### src/rtl/muldiv_pkg.sv
// Shared types for the HI/LO multiply/divide unit: op codes, controller states, divider depth.
// Latency: n/a (types and constants only).
// Backpressure: n/a.
package muldiv_pkg;

  typedef enum logic [2:0] {
    OP_MULT  = 3'd0,
    OP_MULTU = 3'd1,
    OP_DIV   = 3'd2,
    OP_DIVU  = 3'd3,
    OP_MTHI  = 3'd4,
    OP_MTLO  = 3'd5
  } op_e;

  typedef enum logic [1:0] {
    ST_IDLE = 2'd0,
    ST_MUL  = 2'd1,
    ST_DIV  = 2'd2
  } state_e;

  localparam int DIV_ITERS = 32;

endpackage

### src/rtl/muldiv_scheduler_div_core.sv
// Unsigned restoring divider, one quotient bit per clock.
// Latency: WIDTH edges after the start edge; done_o stays high until the next start/clear.
// Backpressure: none; start_i is only honoured when the owner is idle, clear_i aborts.
module div_core #(
  parameter int WIDTH = 32
) (
  input  logic             clk,
  input  logic             resetn,
  input  logic             start_i,
  input  logic             clear_i,
  input  logic [WIDTH-1:0] dividend_i,
  input  logic [WIDTH-1:0] divisor_i,
  output logic             done_o,
  output logic [WIDTH-1:0] quotient_o,
  output logic [WIDTH-1:0] remainder_o
);

  localparam int CW = $clog2(WIDTH + 1);

  logic [WIDTH-1:0] quo_q, quo_d;
  logic [WIDTH-1:0] rem_q, rem_d;
  logic [WIDTH-1:0] dvs_q, dvs_d;
  logic [CW-1:0]    cnt_q, cnt_d;
  logic             run_q, run_d;

  logic [WIDTH:0]   trial;
  logic [WIDTH:0]   diff;
  logic             fits;

  // One restoring step: shift in the next dividend bit, subtract when the divisor fits.
  always_comb begin
    quo_d = quo_q;
    rem_d = rem_q;
    dvs_d = dvs_q;
    cnt_d = cnt_q;
    run_d = run_q;
    trial = {rem_q, quo_q[WIDTH-1]};
    diff  = trial - {1'b0, dvs_q};
    fits  = (trial >= {1'b0, dvs_q});
    if (clear_i) begin
      quo_d = '0;
      rem_d = '0;
      dvs_d = '0;
      cnt_d = '0;
      run_d = 1'b0;
    end else if (start_i) begin
      quo_d = dividend_i;
      rem_d = '0;
      dvs_d = divisor_i;
      cnt_d = CW'(WIDTH);
      run_d = 1'b1;
    end else if (run_q && (cnt_q != '0)) begin
      rem_d = fits ? diff[WIDTH-1:0] : trial[WIDTH-1:0];
      quo_d = {quo_q[WIDTH-2:0], fits};
      cnt_d = cnt_q - 1'b1;
    end
  end

  // Divider state registers.
  always_ff @(posedge clk) begin
    if (!resetn) begin
      quo_q <= '0;
      rem_q <= '0;
      dvs_q <= '0;
      cnt_q <= '0;
      run_q <= 1'b0;
    end else begin
      quo_q <= quo_d;
      rem_q <= rem_d;
      dvs_q <= dvs_d;
      cnt_q <= cnt_d;
      run_q <= run_d;
    end
  end

  assign done_o      = run_q && (cnt_q == '0);
  assign quotient_o  = quo_q;
  assign remainder_o = rem_q;

endmodule

### src/rtl/muldiv_scheduler.sv
// HI/LO owner: sequences fixed-latency MULT/MULTU and iterative DIV/DIVU, handles MTHI/MTLO.
// Latency: MTHI/MTLO 1 edge; MULT MUL_LAT edges; DIV DIV_ITERS+1 edges; o_done pulses the cycle after the write.
// Backpressure: o_busy stalls the pipe front; ops offered while busy are ignored, i_flush aborts.
module muldiv_scheduler
  import muldiv_pkg::*;
#(
  parameter int WIDTH   = 32,
  parameter int MUL_LAT = 4
) (
  input  logic             clk,
  input  logic             resetn,
  input  logic             i_op_valid,
  input  logic [2:0]       i_op,
  input  logic [WIDTH-1:0] i_rs,
  input  logic [WIDTH-1:0] i_rt,
  input  logic             i_flush,
  output logic             o_busy,
  output logic             o_done,
  output logic             o_div_by_zero,
  output logic [WIDTH-1:0] o_hi,
  output logic [WIDTH-1:0] o_lo
);

  localparam int CNT_W = $clog2(MUL_LAT + 1);

  state_e           state_q, state_d;
  logic [CNT_W-1:0] cnt_q, cnt_d;
  logic [WIDTH-1:0] hi_q, hi_d, lo_q, lo_d;
  logic [WIDTH-1:0] a_q, a_d, b_q, b_d;
  logic             sgn_q, sgn_d;
  logic             busy_q, done_q, done_d, dbz_q, dbz_d;

  logic             core_start, core_clear, core_done;
  logic [WIDTH-1:0] core_quo, core_rem;
  logic             in_a_neg, in_b_neg;
  logic [WIDTH-1:0] mag_a, mag_b;
  logic             a_neg, b_neg;
  logic [WIDTH-1:0] q_fix, r_fix;
  logic [2*WIDTH-1:0] ax, bx, prod;

  // Magnitudes fed to the divider on the accept edge (signed DIV only).
  always_comb begin
    in_a_neg = (i_op == OP_DIV) && i_rs[WIDTH-1];
    in_b_neg = (i_op == OP_DIV) && i_rt[WIDTH-1];
    mag_a    = in_a_neg ? -i_rs : i_rs;
    mag_b    = in_b_neg ? -i_rt : i_rt;
  end

  div_core #(.WIDTH(WIDTH)) u_div_core (
    .clk         (clk),
    .resetn      (resetn),
    .start_i     (core_start),
    .clear_i     (core_clear),
    .dividend_i  (mag_a),
    .divisor_i   (mag_b),
    .done_o      (core_done),
    .quotient_o  (core_quo),
    .remainder_o (core_rem)
  );

  // Result shaping: sign-extended product and signed divide fixup from latched operands.
  always_comb begin
    ax    = sgn_q ? {{WIDTH{a_q[WIDTH-1]}}, a_q} : {{WIDTH{1'b0}}, a_q};
    bx    = sgn_q ? {{WIDTH{b_q[WIDTH-1]}}, b_q} : {{WIDTH{1'b0}}, b_q};
    prod  = ax * bx;
    a_neg = sgn_q && a_q[WIDTH-1];
    b_neg = sgn_q && b_q[WIDTH-1];
    q_fix = (a_neg ^ b_neg) ? -core_quo : core_quo;
    r_fix = a_neg ? -core_rem : core_rem;
  end

  // Controller next state: accept in IDLE, count MUL edges, wait for the divider, flush aborts.
  always_comb begin
    state_d    = state_q;
    cnt_d      = cnt_q;
    hi_d       = hi_q;
    lo_d       = lo_q;
    a_d        = a_q;
    b_d        = b_q;
    sgn_d      = sgn_q;
    done_d     = 1'b0;
    dbz_d      = 1'b0;
    core_start = 1'b0;
    core_clear = 1'b0;
    case (state_q)
      ST_IDLE: begin
        if (i_op_valid && !i_flush) begin
          case (i_op)
            OP_MTHI: hi_d = i_rs;
            OP_MTLO: lo_d = i_rs;
            OP_MULT, OP_MULTU: begin
              state_d = ST_MUL;
              cnt_d   = CNT_W'(1);
              a_d     = i_rs;
              b_d     = i_rt;
              sgn_d   = (i_op == OP_MULT);
            end
            OP_DIV, OP_DIVU: begin
              state_d    = ST_DIV;
              core_start = 1'b1;
              a_d        = i_rs;
              b_d        = i_rt;
              sgn_d      = (i_op == OP_DIV);
            end
            default: ;
          endcase
        end
      end
      ST_MUL: begin
        if (i_flush) begin
          state_d = ST_IDLE;
          cnt_d   = '0;
        end else if (cnt_q == CNT_W'(MUL_LAT)) begin
          state_d = ST_IDLE;
          cnt_d   = '0;
          hi_d    = prod[2*WIDTH-1:WIDTH];
          lo_d    = prod[WIDTH-1:0];
          done_d  = 1'b1;
        end else begin
          cnt_d = cnt_q + 1'b1;
        end
      end
      ST_DIV: begin
        if (i_flush) begin
          state_d    = ST_IDLE;
          core_clear = 1'b1;
        end else if (core_done) begin
          state_d = ST_IDLE;
          done_d  = 1'b1;
          if (b_q == '0) begin
            dbz_d = 1'b1;
            lo_d  = '1;
            hi_d  = a_q;
          end else begin
            lo_d = q_fix;
            hi_d = r_fix;
          end
        end
      end
      default: state_d = ST_IDLE;
    endcase
  end

  // Controller registers; busy/done/dbz are registered so the pipe sees glitch-free flags.
  always_ff @(posedge clk) begin
    if (!resetn) begin
      state_q <= ST_IDLE;
      cnt_q   <= '0;
      hi_q    <= '0;
      lo_q    <= '0;
      a_q     <= '0;
      b_q     <= '0;
      sgn_q   <= 1'b0;
      busy_q  <= 1'b0;
      done_q  <= 1'b0;
      dbz_q   <= 1'b0;
    end else begin
      state_q <= state_d;
      cnt_q   <= cnt_d;
      hi_q    <= hi_d;
      lo_q    <= lo_d;
      a_q     <= a_d;
      b_q     <= b_d;
      sgn_q   <= sgn_d;
      busy_q  <= (state_d != ST_IDLE);
      done_q  <= done_d;
      dbz_q   <= dbz_d;
    end
  end

  assign o_busy        = busy_q;
  assign o_done        = done_q;
  assign o_div_by_zero = dbz_q;
  assign o_hi          = hi_q;
  assign o_lo          = lo_q;

endmodule

### config.mk
export PLATFORM = sky130hd
export DESIGN_NAME = muldiv_scheduler
export DESIGN_NICKNAME = d
export VERILOG_FILES = /design/src/rtl/muldiv_pkg.sv /design/src/rtl/muldiv_scheduler_div_core.sv /design/src/rtl/muldiv_scheduler.sv
export SDC_FILE = /design/constraint.sdc
export NUM_CORES = 2
export LEC_CHECK = 0
export CAP_MARGIN = 25
export CELL_PAD_IN_SITES_DETAIL_PLACEMENT = 1
export CELL_PAD_IN_SITES_GLOBAL_PLACEMENT = 1
export CORE_UTILIZATION = 35
export CTS_BUF_LIST = sky130_fd_sc_hd__clkbuf_2
export CTS_CLUSTER_DIAMETER = 150
export DETAILED_ROUTE_END_ITERATION = 12
export GPL_TIMING_DRIVEN = 0
export PLACE_DENSITY_LB_ADDON = 0.1
export SYNTH_ARGS = -nofsm -noshare
export SYNTH_HDL_FRONTEND = slang
export SYNTH_SLANG_ARGS = --single-unit
### constraint.sdc
create_clock -name clk -period 11.55 [get_ports clk]
set_clock_uncertainty 0.2 [all_clocks]
set_input_delay 2.31 -clock clk [delete_from_list [all_inputs] [get_ports clk]]
set_output_delay 2.31 -clock clk [all_outputs]
set_load 0.02 [all_outputs]
==> qor.txt <==
================================================================================
Clock Power Share                                                          0.266
Post-synth top cells                                                1595 x sky130_fd_sc_hd__inv_1, 1420 x sky130_fd_sc_hd__fa_1, 926 x sky130_fd_sc_hd__nand2_1
Internal power summed over all cells                                     1.35 mW
Die Height                                                                426 um
Full die area                                                        181000 um^2
CP Buf/Inv Count                                                               9
Clock root cell                                                     sky130_fd_sc_hd__clkbuf_2
Fillers                                                                    21100
Final cell count without fillers                                            9857
Net switching power of the design                                        1.14 mW
FFs w/ async S/R, synth                                                        0
Number of distinct library cells after synthesis                              81
Setup repair after global routing missed its margin                           no
TritonCTS clock tree                                                       built
Placeable core region                                                178000 um^2
Largest net degree at the start of global routing                             22
Maximum fanout along the worst path                                           10
Clock sinks                                                                  240
Vias in the first global route                                             56800
Initial antenna violation count                                               27
M1 WL                                                                  125000 um
Area leader, netlist                                                sky130_fd_sc_hd__fa_1
Post-route DRC                                                                 0
Number of max-capacitance violations reported                                  0
Clock Pin Slew Worst Setup and Hold Paths                                0.11 ns
WL/cell                                                                  30.1 um
Clk Latency, worst-skew pair                                             1.18 ns
Total number of placement rows                                               155
Total global-route track usage                                             0.334
DRC violation total after the first TritonRoute iteration                   3881
Max incr delay on CP                                                     0.89 ns
Via count normalized by instance count                                      5.30
Main area contributors after synthesis                              sky130_fd_sc_hd__fa_1 45%, sky130_fd_sc_hd__inv_1 9.5%, sky130_fd_sc_hd__dfxtp_1 7.6%
Routability-driven placement congestion ratio                              0.994
Total wire length                                                      297000 um
Layout cell share with drive strength beyond 1                            0.0309
Warning count from the yosys run                                               0
EDFF count, synth                                                              0
Routed length on met3                                                   23100 um
Largest delay share family, worst path                               adder cells
Number of max-slew violations in the final report                              0
Critical path's slowest cell                                        sky130_fd_sc_hd__clkbuf_1
Cell count after synthesis                                                  7188
Average size of a mapped cell                                          8.75 um^2
Detail Route Antenna Nets                                                      0
Ports placed on the boundary                                                 138
Count of H-tree levels built during CTS                                        3
Final hold violation count                                                     0
Global-route wire length before repair                                 426000 um
Power per cell area                                                 36.3 nW/um^2
Leakage power                                                            33.0 nW
Remaining max-slew budget at the tightest pin                              0.260
Effective utilization at floorplan                                         0.352
Number of synthesized register bits                                          240
Startpoint-to-endpoint class of the critical path                   flip-flop to flip-flop
IO Port Bufs                                                                 132
Length of routed met2 wiring                                           133000 um
Final Power                                                              2.50 mW
Dominant cell type by count on the critical path                    sky130_fd_sc_hd__fa_1
Number of CTS-inserted buffers                                                66
Total iterations of the first detailed-routing run                             6
Minimum clock period                                                    11.23 ns
Fraction of power spent switching nets                                     0.458
Final setup violating endpoints                                                0
Fraction of synthesized cell area taken by the top area cell type          0.452
Synthesis-to-layout area growth                                            9.39%
Crit end category                                                      flip-flop
Die width                                                                 426 um
Primary FF master, synth                                            sky130_fd_sc_hd__dfxtp_1
Data required, critical path                                            12.48 ns
Most frequent cell after synthesis                                  sky130_fd_sc_hd__inv_1
Slew @ Worst Pin                                                         1.10 ns
Final HPWL DP                                                          259000 um
Number of vias in the routed layout                                        52200
Synthesized netlist net count                                               9030
Arrival time at the worst endpoint                                      12.16 ns
Grt ovf                                                                        0
Highest metal layer with signal wires                                       met5
Netlist Area Pre-Place                                                62900 um^2
Period utilisation layout                                                  0.973
Clock buffer depth                                                             3
Kind of launch point of the worst setup path                           flip-flop
Portion of the post-synthesis area used by sequential elements            0.0764
Number of nets in the layout                                                9278
Class of the tightest hold or removal check                         flip-flop to flip-flop
Placed cell count                                                           9727
Cts hold-fix bufs                                                              0
Result of the run                                                   finished clean
Seq pwr share                                                              0.359
Maximum achievable frequency                                          0.0890 GHz
Part of the total power dissipated in combinational logic                  0.375
Worst voltage drop across the vdd grid                                 0.0638 mV
================================================================================
-- area by class of cell --
type	count	area, um^2	share of cell area
Multi-Input combinational cell	4956	50600	0.736
Inverter	1595	5990	0.0870
Sequential cell	240	4820	0.0701
Tap cell	2355	2950	0.0428
Timing Repair Buffer	188	2240	0.0325
Buffer	389	1570	0.0228
Clock buffer	89	445	0.00648
Clock inverter	21	119	0.00173
Antenna cell	24	60.1	0.000873
-- power by group through the flow --
stage / Sequential (mW) / Clock, mW / Combinational (mW)
2_1_floorplan: 0.891 / 0 / 0.466
3_3_place_gp: 0.912 / 0 / 0.891
3_5_place_dp: 0.911 / 0 / 0.915
4_1_cts: 0.894 / 0.679 / 0.921
5_1_grt: 0.897 / 0.716 / 0.989
6_report: 0.896 / 0.665 / 0.936
-- registers in the layout, indices dropped and copies added (netlist names), 2 cells and up --
register,cells
state_q,2
o_hi,32
cnt_q,3
u_div_core.dvs_q,32
a_q,32
u_div_core.cnt_q,6
o_lo,32
b_q,32
u_div_core.quotient_o,32
u_div_core.remainder_o,32
-- per-layer routing --
layer | vias up | GRT usage
met4 | 10 | 0.148
met2 | 1906 | 0.517
met1 | 27600 | 0.451
li1 | 22200 | -
met5 | - | 0
met3 | 489 | 0.0680
-- cell families after synthesis --
kind of cell | count (synthesis) | synth area share
multiplexers | 10 | 0.00161
AND/OR/NAND/NOR | 2084 | 0.160
AO/OA/AOI/OAI | 833 | 0.0846
flip-flops | 240 | 0.0764
adder cells (fa/ha/maj) | 1774 | 0.522
XOR/XNOR | 255 | 0.0355
buffers and inverters | 1992 | 0.119
-- worst register-to-register path, delay by kind of cell (launching register included) --
family                     cells  cell delay (ns)
buffers and inverters          9             2.25
and+or+nand+nor                5             1.28
adders and majority gates     11             5.32
DFF                            1             0.31
AOI/OAI and AO/OA              6             2.02
-- worst paths after layout --
path | start | endpoint | slack (ns) | depth (start not counted)
hold reg to reg | o_hi[11] | o_hi[11] | 0.27 | 2
setup / recovery | b_q[16] | o_hi[27] | 0.32 | 31
setup reg to reg | b_q[16] | o_hi[27] | 0.32 | 31
hold / removal | o_hi[11] | o_hi[11] | 0.27 | 2
-- repair_timing --
action,4_1_cts,5_1_grt
gates resized for setup,13,63
endpoints found under the setup margin,22,10
buffers inserted,0,0
-- metrics by stage --
stage	hold slack, ns	setup TNS [ns]	setup slack, ns	util	cell area, um^2
after global routing	0.298	0	0.0143	0.385	68700
after floorplan	0.236	0	1.66	-	62900
after global placement	0.248	-20.94	-1.65	0.376	67100
final	0.274	0	0.318	0.386	68800
after detailed placement	0.260	-21.19	-1.70	0.381	68000
after CTS	0.275	0	0.00216	0.384	68600
-- layout by cell type (no fill, tap or decap), drive strengths merged, types with 35 or more instances in the layout --
cell / n
and2: 582
xor2: 96
xnor2: 159
and3: 35
a211oi: 56
a21oi: 269
fa: 1420
inv: 1598
clkbuf: 440
buf: 87
o31ai: 46
clkdlybuf4s50: 132
nand3: 54
nor2: 271
nor3: 53
a21o: 51
dfxtp: 240
nand2: 926
ha: 351
o21ai: 179
a311oi: 45
Note: power is estimated with default switching activity, not from simulation.
